$ cat src/rtl/fetch_control.sv
// Fetch-stage control: PC/IFID enables, redirects, load-use stalls, memory wait bubbles and halt.
// Optional performance counters are built only when FETCH_CONTROL_PERF_EN is defined.
module fetch_control #(
    parameter int unsigned IMEM_WAIT  = 0,
    parameter logic [31:0] HALT_INSTR = 32'h00100073
) (
    input  logic        clock,
    input  logic        reset,
    input  logic [31:0] instrucao,
    input  logic        id_ex_mem_read,
    input  logic [4:0]  id_ex_rd,
    input  logic        branch_taken,
    input  logic [31:0] branch_target,
    output logic        mux_sel,
    output logic [31:0] pc_branch_value,
    output logic        load_pc,
    output logic        load_if_id_register,
    output logic        if_flush,
    output logic        id_ex_flush,
    output logic        halted,
    output logic [31:0] stall_count,
    output logic [31:0] flush_count
);

    typedef enum logic [1:0] {
        RUN  = 2'd0,
        WAIT = 2'd1,
        HALT = 2'd2
    } state_t;

    localparam logic [31:0] WAIT_LOAD = 32'(IMEM_WAIT);
    localparam state_t      POST_FETCH = (IMEM_WAIT == 0) ? RUN : WAIT;

    state_t      state, state_nx;
    logic [31:0] cnt, cnt_nx;
    logic        hazard;
    logic        halt_detect;

    assign hazard = id_ex_mem_read && (id_ex_rd != 5'd0) &&
                    ((id_ex_rd == instrucao[19:15]) || (id_ex_rd == instrucao[24:20]));
    assign halt_detect = (instrucao == HALT_INSTR);

    assign pc_branch_value = branch_target;

    always_comb begin
        state_nx            = state;
        cnt_nx              = cnt;
        mux_sel             = 1'b0;
        load_pc             = 1'b0;
        load_if_id_register = 1'b0;
        if_flush            = 1'b0;
        id_ex_flush         = 1'b0;
        halted              = 1'b0;
        if (reset) begin
            state_nx = POST_FETCH;
            cnt_nx   = WAIT_LOAD;
        end else if (state == HALT) begin
            halted = 1'b1;
        end else begin
            mux_sel = branch_taken;
            if (branch_taken) begin
                load_pc             = 1'b1;
                load_if_id_register = 1'b1;
                if_flush            = 1'b1;
                id_ex_flush         = 1'b1;
                state_nx            = POST_FETCH;
                cnt_nx              = WAIT_LOAD;
            end else if (halt_detect) begin
                state_nx = HALT;
            end else if (hazard) begin
                // The memory wait keeps elapsing while the pipeline is stalled.
                id_ex_flush = 1'b1;
                if (state == WAIT) begin
                    cnt_nx = cnt - 32'd1;
                    if (cnt <= 32'd1) state_nx = RUN;
                end
            end else if (state == WAIT) begin
                load_if_id_register = 1'b1;
                if_flush            = 1'b1;
                cnt_nx              = cnt - 32'd1;
                if (cnt <= 32'd1) state_nx = RUN;
            end else begin
                load_pc             = 1'b1;
                load_if_id_register = 1'b1;
                state_nx            = POST_FETCH;
                cnt_nx              = WAIT_LOAD;
            end
        end
    end

    always_ff @(posedge clock) begin
        if (reset) begin
            state <= POST_FETCH;
            cnt   <= WAIT_LOAD;
        end else begin
            state <= state_nx;
            cnt   <= cnt_nx;
        end
    end

`ifdef FETCH_CONTROL_PERF_EN
    logic        stall_ev;
    logic        flush_ev;
    logic [31:0] stall_q;
    logic [31:0] flush_q;

    assign flush_ev = (state != HALT) && branch_taken;
    assign stall_ev = (state != HALT) && !branch_taken && !halt_detect && hazard;

    always_ff @(posedge clock) begin
        if (reset) begin
            stall_q <= '0;
            flush_q <= '0;
        end else begin
            if (stall_ev) stall_q <= stall_q + 32'd1;
            if (flush_ev) flush_q <= flush_q + 32'd1;
        end
    end

    assign stall_count = stall_q;
    assign flush_count = flush_q;
`else
    assign stall_count = '0;
    assign flush_count = '0;
`endif

endmodule

$ cat config.mk
export PLATFORM = sky130hd
export DESIGN_NAME = fetch_control
export DESIGN_NICKNAME = d
export VERILOG_FILES = /design/src/rtl/fetch_control.sv
export SDC_FILE = /design/constraint.sdc
export NUM_CORES = 1
export LEC_CHECK = 0
export BUFFER_PORTS_ARGS = -buffer_cell sky130_fd_sc_hd__buf_2
export CORE_MARGIN = 3
export CORE_UTILIZATION = 44
export CTS_CLUSTER_DIAMETER = 30
export CTS_CLUSTER_SIZE = 30
export DETAILED_ROUTE_END_ITERATION = 7
export HOLD_SLACK_MARGIN = 0.06
export PLACE_DENSITY = 0.82
export SYNTH_ARGS = -nofsm -noshare
export SYNTH_HDL_FRONTEND = slang
export SYNTH_SLANG_ARGS = --single-unit
export TNS_END_PERCENT = 100
$ cat constraint.sdc
create_clock -name clock -period 2.95 [get_ports clock]
set_clock_uncertainty 0.05 [all_clocks]
set_input_delay 0.1475 -clock clock [delete_from_list [all_inputs] [get_ports clock]]
set_output_delay 0.1475 -clock clock [all_outputs]
set_load 0.01 [all_outputs]
== Yosys cells after proc, flatten, opt, wreduce, memory -nomap -nowiden ==
Cells that the tools add are included.

* Register bits after elaboration: 34
* Input bits: 73
* Output and inout bits: 102
* Word-level logic and storage cells: 56

* $add $sub $neg: 1
* $lt $le $gt $ge: 1
* Equality and inequality tests: 8
* Mux-type cells: 37
* Bitwise operators: 1
* Reduce and logical (&&, ||, !) cells: 6

{| class="wikitable"
|+ Operator list
! kind !! count
|-
| two-way mux 32 bit || 5
|-
| == test 32 x 21 -> 1 bit (second input constant) || 1
|-
| <= comparator 32 x 1 -> 1 bit (second input constant) || 1
|-
| subtractor 32 x 1 -> 32 bit (second input constant) || 1
|-
| two-way mux 1 bit || 26
|-
| two-way mux 2 bit || 6
|-
| == test 5 bit || 2
|-
| nonzero test 5 bit || 1
|-
| != test 4 x 2 -> 1 bit (second input constant) || 1
|-
| != test 3 x 2 -> 1 bit (second input constant) || 1
|-
| AND reduction 3 bit || 1
|-
| == test 2 x 1 -> 1 bit (second input constant) || 1
|-
| == test 2 bit (second input constant) || 1
|-
| logical AND 1 bit || 2
|-
| != test 2 bit (second input constant) || 1
|-
| AND reduction 2 bit || 1
|-
| logical OR 1 bit || 1
|-
| inverter 1 bit || 1
|}

== Logic depth before layout (Yosys ltp) ==
* Word-level depth: 8
* Gate-level depth with buffers: 9

== Least setup slack after synthesis ==
Ideal clock, no wire load.

* Path kind: flip-flop to flip-flop
* Start point: register cnt[8]
* End point: register cnt[23]
* Setup time: 0.070 ns
* Arrival: 2.565 ns
* Setup slack: 0.264 ns
* Cell stages (with the launch flop): 7
* Buffers on the path: 0
* Clock period less this slack: 2.686 ns
* Cells stage by stage: dfxtp_1 or4_4 or4_4 or4_4 or3_1 or3_1 a21oi_1

* Cells in the longest elaborated chain, start to end: 5
* Elaborated cells on any way between the ends: 6
* Those cells by class: add/sub (1); mux (5)

{| class="wikitable"
|+ Ends and longest elaborated chain
! item !! line !! source
|-
| from (decl) || 35 || <nowiki>logic [31:0] cnt, cnt_nx;</nowiki>
|-
| from (signal assigned) || 97 || <nowiki>cnt <= cnt_nx;</nowiki>
|-
| subtractor 32 x 1 -> 32 bit (*) || 74, 80 ||
|-
| two-way mux 32 bit (on tied branches) || 77, 73 ||
|-
| two-way mux 32 bit (*) || 70 || <nowiki>end else if (hazard) begin</nowiki>
|-
| two-way mux 32 bit (*) || 68 || <nowiki>end else if (halt_detect) begin</nowiki>
|-
| two-way mux 32 bit (*) || 61 || <nowiki>if (branch_taken) begin</nowiki>
|}

Every way passes the cells marked *; elsewhere a longest branch is shown, timed or not. The select of a mux whose other input is x is not followed.
A chain may end at the register's enable or synchronous reset.

== Worst setup path after layout ==
* Start point: register cnt[8]
* End point: register cnt[18]

Same word-level chain as after synthesis.

==> impl_metrics.env <==
export IMPL_crit_required_ns=3.13
export IMPL_drive_above_1_share_pct=20.1
export IMPL_syn_to_final_growth_pct=-1.29
export IMPL_cts_hold_buf=0
export IMPL_fin_crit_ns=2.82
export IMPL_synth_edf_count=0
export IMPL_relSlewSlack_pct=44.4
export IMPL_core_area_um2=6060
export IMPL_overflow=0
export IMPL_start_util_pct=46.2
export IMPL_yosysUniqueCellTypes=50
export IMPL_fill_cells=574
export IMPL_grt_pass1_vias=1988
export IMPL_grt_usage_pct=15.3
export IMPL_yosysWarnings=0
export IMPL_max_freq_mhz=355
export IMPL_place_congestion=0.843
export IMPL_clk_pin_slew_ns=0.07
export IMPL_synth_common_cells="buf_4, dfxtp_1, nand2_1, a21oi_1, or3_1"
export IMPL_io_pins=175
export IMPL_tightestPinTransition_ns=0.827
export IMPL_root_buffer="clkbuf_8"
export IMPL_critPathCaptureType="flip-flop"
export IMPL_crit_type="reg2reg"
export IMPL_viasPerCell=5.21
export IMPL_dieArea_um2=7360
export IMPL_start_kind="flip-flop"
export IMPL_status="finished, final reports clean"
export IMPL_synthFlopType="dfxtp_1"
export IMPL_finish_instance_area_um2=2770
export IMPL_drt_total_wl_mm=5.78
export IMPL_portBuffers=46
export IMPL_period_share_pct=95.4
export IMPL_synth_top_area_share_pct=25.7
export IMPL_crit_path_max_incr_delay_ns=0.55
export IMPL_first_pass_iters=4
export IMPL_drc=0
export IMPL_cts_made_buffers=5
export IMPL_grt_max_degree=31
export IMPL_h_tree_depth=2
export IMPL_yosys_top_cells_area="buf_4, dfxtp_1, xnor2_1"
export IMPL_avgSynthCellArea_um2=7.92
export IMPL_cts_tree="done"
export IMPL_rows=28
export IMPL_setup_ws_ns=0.135
export IMPL_place_area_um2=2670
export IMPL_clock_path_buffers=2
export IMPL_drv_slew=0
export IMPL_netlist_area_um2=2800
export IMPL_yosys_area_top_type="buf_4"
export IMPL_vdd_drop_max_mv=0.174
export IMPL_setup_violations=0
export IMPL_dieWidth_um=85.8
export IMPL_vias=2332
export IMPL_clk_latency_ns=0.29
export IMPL_async_flop_share_pct=0
export IMPL_slowest_stage="or4_4"
export IMPL_cts_sinks=34
export IMPL_drt_iter0_markers=153
export IMPL_pre_cts_ws_ns=0.0697
export IMPL_post_drt_wl_per_cell_um=12.9
export IMPL_syn_inst=354
export IMPL_yosysMostFrequentCell="buf_4"
export IMPL_grt_pass1_wl_mm=9.35
export IMPL_hold_viol=0
export IMPL_die_y_um=85.8
export IMPL_nets=447
export IMPL_dp_hpwl_mm=4.42
export IMPL_rsz0062_at_grt="yes"
export IMPL_crit_arrival_ns=2.99
export IMPL_worstPathCellList="or4_4, or4_4, nor4_4, inv_2, or4_1, or4_1, nand2_1"
export IMPL_crit_path_max_fanout=4
export IMPL_yosys_register_bits=34
export IMPL_p_leak_nw=1.34
export IMPL_powerDensity_nw_per_um2=378
export IMPL_synth_seq_area_share_pct=24.3
export IMPL_holdCritPathClass="in2reg"
export IMPL_antenna_cells=0
export IMPL_drtAntennaViolNets=0
export IMPL_cap_viol_max_count=0
export IMPL_antenna_found_initial=0
[state kept, by name, summed over array words and instances (netlist names)]
signal / cells
cnt: 32
state: 2
[power by group]
part / internal, mW / switching, mW
combinational: 0.0895 / 0.134
clock: 0.188 / 0.168
sequential: 0.463 / 0.00370
[layer usage]
layer  GRT usage [%]  share of wire, %  routed length [um]
met5               0                 0                   0
met4            4.03               1.1                  65
met3            3.36               8.2                 475
met2            25.9                48                2790
met1            19.5                42                2450
[worst paths after layout]
path                              start  endpoint  slack [ns]  cells after the start
worst max-delay path             cnt[8]   cnt[18]        0.13                      7
worst min-delay path              reset  state[1]        0.15                      2
worst max register to register   cnt[8]   cnt[18]        0.13                      7
worst min register to register  cnt[31]   cnt[31]        0.42                      2
[cells in the final DEF (no fill, tap or decap), types with 4 or more instances in the layout]
master,netlist,final
conb_1,1,64
o21ai_0,9,9
xnor2_1,13,13
inv_1,10,10
nor3_1,6,6
nor4_1,10,10
o211ai_1,9,9
buf_4,96,9
clkbuf_8,0,6
o31a_1,5,5
dfxtp_1,34,34
or4_1,13,13
or3_1,17,17
a21o_1,4,4
nor2_1,16,16
buf_2,1,46
a21oi_1,22,22
nand3_1,5,5
nand2_1,26,26
[cell families after synthesis]
family                     Yosys count  share of synthesized area [%]
other                                1                          0.134
AOI/OAI and AO/OA                   74                           18.8
DFF                                 34                           24.3
xor gates and xnor gates            13                           4.06
buffers and inverters              118                           28.7
adders and majority gates            2                          0.893
and+or+nand+nor                    112                           23.1
[through the flow]
stage | cells | total power [mW] | TNS (ns) | util, % | hold WS, ns
CTS | 448 | 1.05 | 0 | 45.5 | 0.157
finish | 448 | 1.05 | 0 | 45.6 | 0.154
global placement | 440 | 0.688 | 0 | 44.0 | 0.245
floorplan | 417 | 0.734 | 0 | - | 0.173
global route | 448 | 1.10 | -0.00131 | 45.6 | 0.170
detailed placement | 440 | 0.694 | 0 | 44.0 | 0.245
[cell type report]
type | instances | area (um^2) | share of cell area [%]
Tap cell | 75 | 93.8 | 3.39
Clock inverter | 1 | 5.00 | 0.181
Clock buffer | 7 | 86.3 | 3.12
Inverter | 11 | 41.3 | 1.49
Timing Repair Buffer | 55 | 298 | 10.8
Multi-Input combinational cell | 265 | 1560 | 56.4
Sequential cell | 34 | 681 | 24.6
[critical path: cells and delay by family (launching register included)]
family | cells | cell delay, ns
flip-flops | 1 | 0.33
AND/OR/NAND/NOR | 6 | 2.29
buffers and inverters | 1 | 0.11
[timing repair]
| item | CTS | global route |
|---|---|---|
| setup buffers | 0 | 0 |
| setup endpoints to repair | 0 | 2 |
| resized for setup | 0 | 1 |
| endpoints found under the hold margin | 0 | 0 |
No activity file was read; power rests on OpenSTA's default activity.
